===== src/rtl/blu_ntt_sched.sv =====
// Butterfly sequencer for a single BLU: walks every stage of an in-place N-point NTT/INTT,
// issuing one butterfly per cycle and delaying the write-back addresses to line up with the BLU.
module blu_ntt_sched #(
   parameter int unsigned N       = 16,
   parameter int unsigned MEM_LAT = 1,
   localparam int unsigned LOG_N  = $clog2(N),
   localparam int unsigned L      = MEM_LAT + 2
) (
   input  logic             clk_i,
   input  logic             rstn_i,
   input  logic             start_i,
   input  logic             mode_i,
   input  logic             hold_i,
   output logic             busy_o,
   output logic             done_o,
   output logic [LOG_N-1:0] stage_o,
   output logic             rd_en_o,
   output logic [LOG_N-1:0] rd_addr_a_o,
   output logic [LOG_N-1:0] rd_addr_b_o,
   output logic [LOG_N-1:0] tw_idx_o,
   output logic             ct_o,
   output logic             wr_en_o,
   output logic [LOG_N-1:0] wr_addr_a_o,
   output logic [LOG_N-1:0] wr_addr_b_o
);

   localparam int unsigned CNT_W = $clog2(L + 1);

   typedef enum logic [1:0] {StIdle, StIssue, StDrain, StDone} state_e;

   state_e           state_q;
   logic             busy_q, done_q, ct_q;
   logic [LOG_N-1:0] stage_q, j_q;
   logic [CNT_W-1:0] cnt_q;

   logic             rd_en;
   logic [LOG_N-1:0] sh, len, grp, off, addr_a, addr_b, tw;

   assign rd_en = (state_q == StIssue) && !hold_i;

   // len is always a power of two, so divide/modulo reduce to shift/mask on log2(len).
   always_comb begin
      sh     = ct_q ? (LOG_N'(LOG_N - 1) - stage_q) : stage_q;
      len    = LOG_N'(1) << sh;
      grp    = j_q >> sh;
      off    = j_q & (len - LOG_N'(1));
      addr_a = ((grp << sh) << 1) | off;
      addr_b = addr_a + len;
      tw     = (LOG_N'(1) << (LOG_N'(LOG_N - 1) - sh)) + grp;
   end

   always_ff @(posedge clk_i or negedge rstn_i) begin
      if (!rstn_i) begin
         state_q <= StIdle;
         busy_q  <= 1'b0;
         done_q  <= 1'b0;
         ct_q    <= 1'b0;
         stage_q <= '0;
         j_q     <= '0;
         cnt_q   <= '0;
      end else begin
         unique case (state_q)
            StIdle: begin
               if (start_i) begin
                  state_q <= StIssue;
                  busy_q  <= 1'b1;
                  ct_q    <= mode_i;
                  stage_q <= '0;
                  j_q     <= '0;
               end
            end
            StIssue: begin
               if (!hold_i) begin
                  if (j_q == LOG_N'(N / 2 - 1)) begin
                     j_q     <= '0;
                     cnt_q   <= '0;
                     state_q <= StDrain;
                  end else begin
                     j_q <= j_q + LOG_N'(1);
                  end
               end
            end
            StDrain: begin
               cnt_q <= cnt_q + CNT_W'(1);
               if (cnt_q == CNT_W'(L - 1)) begin
                  if (stage_q == LOG_N'(LOG_N - 1)) begin
                     state_q <= StDone;
                     busy_q  <= 1'b0;
                     done_q  <= 1'b1;
                  end else begin
                     stage_q <= stage_q + LOG_N'(1);
                     state_q <= StIssue;
                  end
               end
            end
            StDone: begin
               done_q  <= 1'b0;
               state_q <= StIdle;
            end
            default: state_q <= StIdle;
         endcase
      end
   end

   // Write-back delay line: the valid bit and both addresses travel together for L cycles.
   logic [L-1:0]     wv_q;
   logic [LOG_N-1:0] wa_q [L];
   logic [LOG_N-1:0] wb_q [L];

   always_ff @(posedge clk_i or negedge rstn_i) begin
      if (!rstn_i) begin
         wv_q <= '0;
         for (int i = 0; i < int'(L); i++) begin
            wa_q[i] <= '0;
            wb_q[i] <= '0;
         end
      end else begin
         wv_q    <= {wv_q[L-2:0], rd_en};
         wa_q[0] <= rd_en ? addr_a : '0;
         wb_q[0] <= rd_en ? addr_b : '0;
         for (int i = 1; i < int'(L); i++) begin
            wa_q[i] <= wa_q[i-1];
            wb_q[i] <= wb_q[i-1];
         end
      end
   end

   assign busy_o      = busy_q;
   assign done_o      = done_q;
   assign stage_o     = stage_q;
   assign ct_o        = ct_q;
   assign rd_en_o     = rd_en;
   assign rd_addr_a_o = rd_en ? addr_a : '0;
   assign rd_addr_b_o = rd_en ? addr_b : '0;
   assign tw_idx_o    = rd_en ? tw : '0;
   assign wr_en_o     = wv_q[L-1];
   assign wr_addr_a_o = wa_q[L-1];
   assign wr_addr_b_o = wb_q[L-1];

endmodule


===== config.mk =====
export PLATFORM = sky130hd
export DESIGN_NAME = blu_ntt_sched
export DESIGN_NICKNAME = d
export VERILOG_FILES = /design/src/rtl/blu_ntt_sched.sv
export SDC_FILE = /design/constraint.sdc
export NUM_CORES = 1
export LEC_CHECK = 0
export ABC_AREA = 1
export CORE_ASPECT_RATIO = 1.4
export CORE_UTILIZATION = 35
export CTS_CLUSTER_DIAMETER = 120
export DETAILED_ROUTE_END_ITERATION = 8
export PLACE_DENSITY = 0.54
export SLEW_MARGIN = 20
export SYNTH_ARGS = -nofsm -noshare
export SYNTH_HDL_FRONTEND = slang
export SYNTH_SLANG_ARGS = --single-unit

===== constraint.sdc =====
create_clock -name clk_i -period 3.2 [get_ports clk_i]
set_input_delay 0.64 -clock clk_i [delete_from_list [all_inputs] [get_ports clk_i]]
set_output_delay 0.64 -clock clk_i [all_outputs]
set_load 0.005 [all_outputs]

# [Word-level counts from Yosys, hierarchy flattened]
# Index checks and enable logic that the tools add are counted.
[op_classes] n_addsub=8 eq_ne=12 shifts=4 muxes=27 bitwise_logic=2 reduce_logical=14
[op_table] operator="two-way mux 4 bit" count=9
[op_table] operator="one-hot mux 4 bit (2 select lines)" count=2
[op_table] operator="two-way mux 2 bit" count=7
[op_table] operator="AND reduction 4 bit" count=3
[op_table] operator="!= test 2 bit, second input constant" count=5
[op_table] operator="AND reduction 3 bit" count=3
[op_table] operator="adder 4 x 1 -> 4 bit, second input constant" count=2
[op_table] operator="adder 4 bit" count=2
[op_table] operator="one-hot mux 2 bit (4 select lines)" count=1
[op_table] operator="nonzero test 2 bit" count=4
[op_table] operator="left shift 1 x 4 -> 4 bit, first input constant" count=2
[op_table] operator="subtractor 2 x 4 -> 4 bit, first input constant" count=2
[op_table] operator="equality test 2 bit, second input constant" count=3
[op_table] operator="two-way mux 1 bit" count=5
[op_table] operator="bitwise AND 4 bit" count=1
[op_table] operator="equality test 4 x 2 -> 1 bit, second input constant" count=1
[op_table] operator="equality test 4 x 3 -> 1 bit, second input constant" count=1
[op_table] operator="bitwise OR 4 bit" count=1
[op_table] operator="one-hot mux 1 bit (2 select lines)" count=2
[op_table] operator="one-hot mux 2 bit (2 select lines)" count=1
[op_table] operator="left shift 4 x 4 -> 3 bit" count=1
[op_table] operator=">> shifter 4 x 4 -> 4 bit" count=1
[op_table] operator="subtractor 4 x 1 -> 4 bit, second input constant" count=1
[op_table] operator="adder 2 x 1 -> 2 bit, second input constant" count=1
[op_table] operator="other kinds (6)" count=6
[totals] reg_bits=42 input_bits=5 output_inout_bits=29 wordCells=81

# [Depth between registers and ports, before layout]
# Gate-level depths: netlist of the first run.
[logic_depth] ltp_word=8 depth_mapped=19 mapped_depth_nobuf=19

# [Least setup slack after synthesis of the first run]
# Ideal clock, no wire load.
[synth_path] path_kind="flip-flop to output port" startpoint="reg stage_q[2] (netlist: stage_o[2])" endpoint="out rd_addr_b_o[2]" arrival_time_ns=2.795 t_required_ns=2.560 setup_slack_ns=-0.235 stages_incl_launch_ff=16 n_path_buf=0 path_cell_list="dfrtp_1 > inv_1 > ha_1 > nand2_1 > nand2_2 > nor2_4 > inv_2 > nor2_4 > inv_1 > ha_1 > or2_2 > nand2_2 > inv_2 > fa_1 > xor2_1 > nor2_1"
[synth_via] elab_chain_cells=8 word_cells_on_any_way=10 classes_between="add/sub: 3; shift: 3; mux: 2; bitwise: 2"
[synth_lines] element="start: declaration" line_no="33" text="logic [LOG_N-1:0] stage_q, j_q;"
[synth_lines] element="start signal: assignment" line_no="91" text="stage_q <= stage_q + LOG_N'(1);"
[synth_lines] element="subtractor 2 x 4 -> 4 bit" line_no="43" text="sh = ct_q ? (LOG_N'(LOG_N - 1) - stage_q) : stage_q;"
[synth_lines] element="two-way mux 4 bit *" line_no="43"
[synth_lines] element="left shift 1 x 4 -> 4 bit" line_no="44" text="len = LOG_N'(1) << sh;"
[synth_lines] element="subtractor 4 x 1 -> 4 bit" line_no="46" text="off = j_q & (len - LOG_N'(1));"
[synth_lines] element="bitwise AND 4 bit" line_no="46"
[synth_lines] element="bitwise OR 4 bit" line_no="47" text="addr_a = ((grp << sh) << 1) | off;"
[synth_lines] element="adder 4 bit *" line_no="48" text="addr_b = addr_a + len;"
[synth_lines] element="two-way mux 4 bit *" line_no="134" text="assign rd_addr_b_o = rd_en ? addr_b : '0;"
[synth_lines] element="end: declaration" line_no="19" text="output logic [LOG_N-1:0] rd_addr_b_o,"
# Mark *: on every way between the ends. The rest lies on a longest branch, timed or not.

# [Worst setup path after layout of the first run]
[layout_path] startpoint="reg stage_q[3] (netlist: stage_o[3])" endpoint="out rd_addr_b_o[2]"
# The elaborated chain is that of the path after synthesis.

==> results.yml, run 1 <==
outcome:
  status: "finished with violations"
  violations: "negative setup slack"
grt:
  antenna_found_initial: 0
  grt_pass1_vias: 1844
  grt_max_degree: 43
  grtUsageTotal_pct: 17.6
  grt_pass1_wl_um: 8410
  overflow: 0
yosys:
  syn_area_mm2: 0.00218
  yosysWarningCount: 0
  synth_ff_type: "dfrtp_1"
  yosysMostFrequentCell: "dfrtp_1"
  yosys-top-cells-area: "dfrtp_1 (48%), nand2_1 (6.5%), ha_1 (6.3%), inv_1 (5.3%), nor2_1 (3.6%)"
  synthesis.nets: 261
  synth_top_area_share_pct: 48.1
  avgSynthCellArea_um2: 8.98
  syn_inst: 243
  synth_async_sr_flop_share_pct: 100
  yosysUniqueCellTypes: 28
  synth_edf_count: 0
  seq_area_frac_synth_pct: 48.1
  synthTopCellsByCount: "dfrtp_1 (42), nand2_1 (38), inv_1 (31)"
  yosysTopAreaCell: "dfrtp_1"
  synth_seq_cells: 42
place:
  port_buffers: 33
  dp_hpwl_um: 3530
  placedCellCount: 378
  gp_congestion: 0.858
  place_area_mm2: 0.00287
power:
  static-leakage-power_nw: 1.60
  powerDensity_mw_per_mm2: 1000
  ir_drop_uv: 631
clock_network:
  clk_latency_ps: 290
  tritoncts_num_sinks: 42
  numCtsBuffers: 5
  holdBufCountCts: 0
  clock_tree.root_cell: "clkbuf_8"
  htreeDepth: 2
  cts_buffer_depth: 2
  cts_tree: "built"
  clk_pin_slew_worst_paths_ps: 80
die:
  core_area_mm2: 0.00595
  die_y_um: 95.5
  initial_core_util_pct: 36.7
  io_pins: 34
  fp.dieW_um: 68.8
  dieArea_mm2: 0.00656
  rows: 33
route:
  vias: 1800
  ant_nets: 0
  routed_wl_um: 4750
  routedWlPerCell_um: 11.9
  drc: 0
  viasPerCell: 4.52
  first_pass_iters: 4
  drt-initial-drc-count: 56
critical_path:
  end_kind: "output pin"
  required_ps: 2560
  start_kind: "flip-flop"
  critPathKind: "flip-flop to output pin"
  arrival_ps: 2720
  r2r-start: "stage_o[3]$_DFFE_PN0P_"
  r2r_end: "wb_q[9]$_DFF_PN0_"
  crit_fanout: 2
  r2r_cells: 15
  reg2reg_slack_ps: 730
hold_path:
  holdPathStages: 0
  min_path_type: "flip-flop to flip-flop"
  whs_endpoint: "wv_q[2]$_DFF_PN0_"
  worstHoldStart: "wv_q[1]$_DFF_PN0_"
cells_and_area:
  design_area_mm2: 0.00317
  num_antenna_cells: 0
  syn_to_final_growth_pct: 45.3
  layout.nets: 345
  drive_gt1_share_pct: 41.2
  layoutNonFillerInstCount: 398
timing:
  slew_headroom_pct: 38.3
  worst_pin_slew_ps: 925
  rsz0062_at_grt: "yes"
  finalCritPeriodShare_pct: 105
  fin_skew_ps: 9.04
  maxSlewViolCount: 0
  setup_viol: 6
  fmaxAchievable_ghz: 0.298
  hold_viol: 0
  fin_ws_ps: -157
  min_period_ps: 3360
job:
  maxCapViolations: 0
==> layer usage <==
layer | part of all wire (%) | wire [um] | up-vias | track usage (%)
met5 | 0 | 0 | - | 0
met4 | 2.3 | 107 | 0 | 8.50
met3 | 2.3 | 107 | 7 | 3.47
met2 | 53 | 2520 | 24 | 30.6
met1 | 42 | 2010 | 842 | 20.2
li1 | - | - | 927 | -
==> state kept, by name, summed over array words and instances, names as in the netlist <==
| register | flops |
|---|---|
| stage_o | 4 |
| wv_q | 3 |
| j_q | 4 |
| cnt_q | 2 |
| wb_q | 8 |
| wr_addr_b_o | 4 |
| state_q | 2 |
| wa_q | 8 |
| busy_o | 1 |
| done_o | 1 |
| ct_o | 1 |
| wr_addr_a_o | 4 |
==> worst max-delay path, cell delays in order (launching register included) <==
cell and delay (ps):
dfrtp_1 400, inv_2 90, ha_4 210, nand2_4 70, nand2_4 60, nor2_4 90, inv_2 50, nor2_4 90
inv_2 60, ha_4 220, or2_4 230, nand2_4 60, inv_2 40, fa_2 350, xor2_1 150, nor2_1 120
buf_2 130
==> how the worst max path moves through the flow <==
stage                            from        endpoint  depth (start not counted)
3_5_place_dp   stage_o[2]$_DFFE_PN0P_  rd_addr_b_o[3]                         19
4_1_cts        stage_o[2]$_DFFE_PN0P_  rd_addr_b_o[2]                         16
2_1_floorplan  stage_o[2]$_DFFE_PN0P_  rd_addr_b_o[2]                         15
3_3_place_gp   stage_o[2]$_DFFE_PN0P_  rd_addr_b_o[3]                         19
5_1_grt        stage_o[3]$_DFFE_PN0P_     tw_idx_o[1]                         16
6_report       stage_o[3]$_DFFE_PN0P_  rd_addr_b_o[2]                         16
==> power by group <==
part | leakage [nW] | internal [mW] | switching [mW]
registers | 0.558 | 0.687 | 0.0817
clock network | 0.0472 | 0.173 | 0.178
logic | 0.995 | 1.04 | 1.01
==> area by class of cell <==
type                       count  area (um^2)
tap                           70         87.6
inverter                      39          149
timing repair buffer          85          701
clock inverter                 2         12.5
fill                         569         2770
clock buffer                   6         82.6
multi-input combinational    154         1090
sequential                    42         1050
==> metrics by stage <==
stage               util [%]  hold WS (ps)  setup TNS [ps]  total power, mW  worst slack (ps)
floorplan                  -           331               0             1.74              13.0
global placement        48.2           332           -1860             2.51              -398
detailed placement      48.2           335           -2000             2.52              -469
CTS                     52.3           352            -653             3.12              -151
global route            53.4           364           -1700             3.51              -332
finish                  53.4           350            -585             3.18              -157
==> cells in the final DEF, fill, tap and decap left out, types with 8 or more instances in the layout <==
| master | instances |
|---|---|
| nand3_1 | 10 |
| inv_1 | 25 |
| nor2_2 | 13 |
| nor2_1 | 14 |
| a21oi_1 | 12 |
| buf_4 | 48 |
| clkdlybuf4s50_1 | 22 |
| inv_2 | 13 |
| nand2_4 | 8 |
| o21ai_0 | 11 |
| nand2_1 | 34 |
| dfrtp_1 | 40 |
==> kinds of logic (layout without fill, tap and decap cells) <==
| logic type | after synthesis | in the layout | synth area share (%) |
|---|---|---|---|
| compound gates | 35 | 35 | 8.60 |
| xor+xnor | 3 | 3 | 1.20 |
| fa+ha+maj | 13 | 13 | 8.14 |
| buf+inv | 47 | 132 | 9.46 |
| flops | 42 | 42 | 48.1 |
| other cells | 1 | 1 | 0.172 |
| simple gates | 102 | 102 | 24.3 |
==> timing repair <==
item	CTS	global route
gates resized for setup	59	9
gates cloned	0	0
setup endpoints to repair	9	10
setup buffers	8	4
pin swaps	33	7
(Power assumes the default switching activity.)
==> run 2: changes to the inputs <==
- DONT_BUFFER_PORTS: unset -> 1
- PLACE_DENSITY: 0.54 -> 0.47
==> run 2 against run 1 <==
Effect of this change:
- the run still ends with negative setup slack left
- non-clock buffer count down 58
- die area is the same
- clock power is 2% higher
- combinational power is 19% lower
- count of clock-buffer cells in the layout shrank 1
- sequential power up 2%
- sequential cell count unchanged
- wire length shrank 4.4%
- core utilization shrank 8.2 points
- final cell count decreased by 15%
- highest routed layer unchanged
==> results.yml, run 2 (synthesized netlist as in run 1, its figures left out) <==
cells_and_area:
  drive_gt1_share_pct: 39.6
  largestRegisters: "wa_q x8, wb_q x8"
  multi_input_area_mm2: 0.00110
  layout.nets: 287
  design_area_mm2: 0.00269
  num_antenna_cells: 0
  final_cell_mix: "dfrtp_1 (40), nand2_1 (33), buf_4 (26), inv_1 (23), inv_2 (15)"
  regArea_mm2: 0.00105
  mostFrequentLayoutCell: "dfrtp_1"
  num-fill-cells: 611
  utilization_pct: 45.2
  syn_to_final_growth_pct: 23.1
timing:
  fin_skew_ps: 6.24
  hold_viol: 0
  rsz0062_at_grt: "yes"
  finalCritPeriodShare_pct: 102
  maxSlewViolCount: 0
  setup_viol: 5
  fin_ws_ps: -73.7
  fmaxAchievable_ghz: 0.305
  min_period_ps: 3270
  holdWs_ps: 26.7
clock_network:
  clk_pin_slew_worst_paths_ps: 90
  clock_tree.root_cell: "clkbuf_8"
  htreeDepth: 2
  numCtsBuffers: 5
  holdBufCountCts: 0
  tritoncts_num_sinks: 42
  cts_tree: "built"
  cts_buffer_depth: 2
  clk_latency_ps: 300
die:
  dieArea_mm2: 0.00656
  die_y_um: 95.5
  fp.dieW_um: 68.8
  rows: 33
  io_pins: 34
  core_area_mm2: 0.00595
  initial_core_util_pct: 36.7
critical_path:
  critPathKind: "flip-flop to output pin"
  crit_family: "adder cells"
  slowest_delay_ps: 540
  start_kind: "flip-flop"
  crit_fanout: 3
  required_ps: 2560
  worst-path-buf-inv: 4
  r2r_cells: 15
  cp.depth: 15
  crit_slowest_cell: "fa_2"
  cp_cell_sequence: "inv_2 -> ha_4 -> inv_2 -> nand2_2 -> nand2_2 -> nand2_4 -> buf_6 -> nor2_2 -> a21oi_1 -> nand2_1 -> o21a_1 -> ha_2 -> fa_2 -> inv_2 -> nor2_4"
  end_kind: "output pin"
  arrival_ps: 2630
  cpMostUsedCell: "inv_2"
place:
  dp_slack_ps: 19.5
  dp_hpwl_um: 3370
  place_area_mm2: 0.00237
  port_buffers: 0
  gp_congestion: 0.825
route:
  ant_nets: 0
  first_pass_iters: 4
  routedWlPerCell_um: 13.3
  drt-initial-drc-count: 72
  viasPerCell: 4.76
  drc: 0
  vias: 1618
  routed_wl_um: 4540
grt:
  grt_pass1_wl_um: 7400
  grt_max_degree: 43
  grtUsageTotal_pct: 15.4
  grt_pass1_vias: 1555
  antenna_found_initial: 0
  overflow: 0
hold_path:
  min_path_type: "input port to asynchronous set/reset pin"
outcome:
  status: "finished with violations"
  violations: "negative setup slack"
power:
  p_total_mw: 2.80
  powerDensity_mw_per_mm2: 1040
  static-leakage-power_nw: 1.32
  ir_drop_uv: 480
job:
  maxCapViolations: 0
## run 2: worst paths after layout
path                                             to  slack, ps              startpoint
setup reg to reg                 wb_q[10]$_DFF_PN0_        820  stage_o[2]$_DFFE_PN0P_
min in group clk_i         wr_addr_a_o[0]$_DFF_PN0_        350       wa_q[4]$_DFF_PN0_
setup / recovery                        tw_idx_o[1]        -70  stage_o[3]$_DFFE_PN0P_
hold reg to reg            wr_addr_a_o[0]$_DFF_PN0_        350       wa_q[4]$_DFF_PN0_
max in group asynchronous  wr_addr_b_o[2]$_DFF_PN0_       3090                  rstn_i
hold / removal                   j_q[0]$_DFFE_PN0P_         30                  rstn_i
## run 2: power by group
| part | internal, mW | leakage [nW] | total [mW] | switching (mW) |
|---|---|---|---|---|
| Clock | 0.158 | 0.0447 | 0.357 | 0.199 |
| Combinational | 0.724 | 0.717 | 1.67 | 0.943 |
| Sequential | 0.688 | 0.558 | 0.781 | 0.0934 |
| Total | 1.57 | 1.32 | 2.80 | 1.24 |
## run 2: final cells by class
| class | count | share of cell area (%) |
|---|---|---|
| tap | 70 | 3.26 |
| sequential | 42 | 39.2 |
| clock inverter | 3 | 0.931 |
| timing repair buffer | 27 | 7.68 |
| multi-input combinational | 154 | 40.8 |
| clock buffer | 5 | 2.56 |
| inverter | 39 | 5.54 |
## run 2: timing repair
item	in CTS	in global routing
resized for setup	22	19
setup buffers	7	3
pin swaps	27	13
hold endpoints to repair	0	0
setup endpoints to repair	6	6
## run 2: metrics by stage
step                cells  TNS, ps
floorplan             243        0
global placement      322        0
detailed placement    322        0
CTS                   337     -331
global route          340    -1060
finish                340     -170
## run 2: per-layer routing
metal	part of all wire, %	up-vias	global-route usage [%]
met5	0	-	0
li1	-	820	-
met4	1.4	0	5.61
met3	4.0	7	3.83
met2	54	24	26.6
met1	40	767	18.0
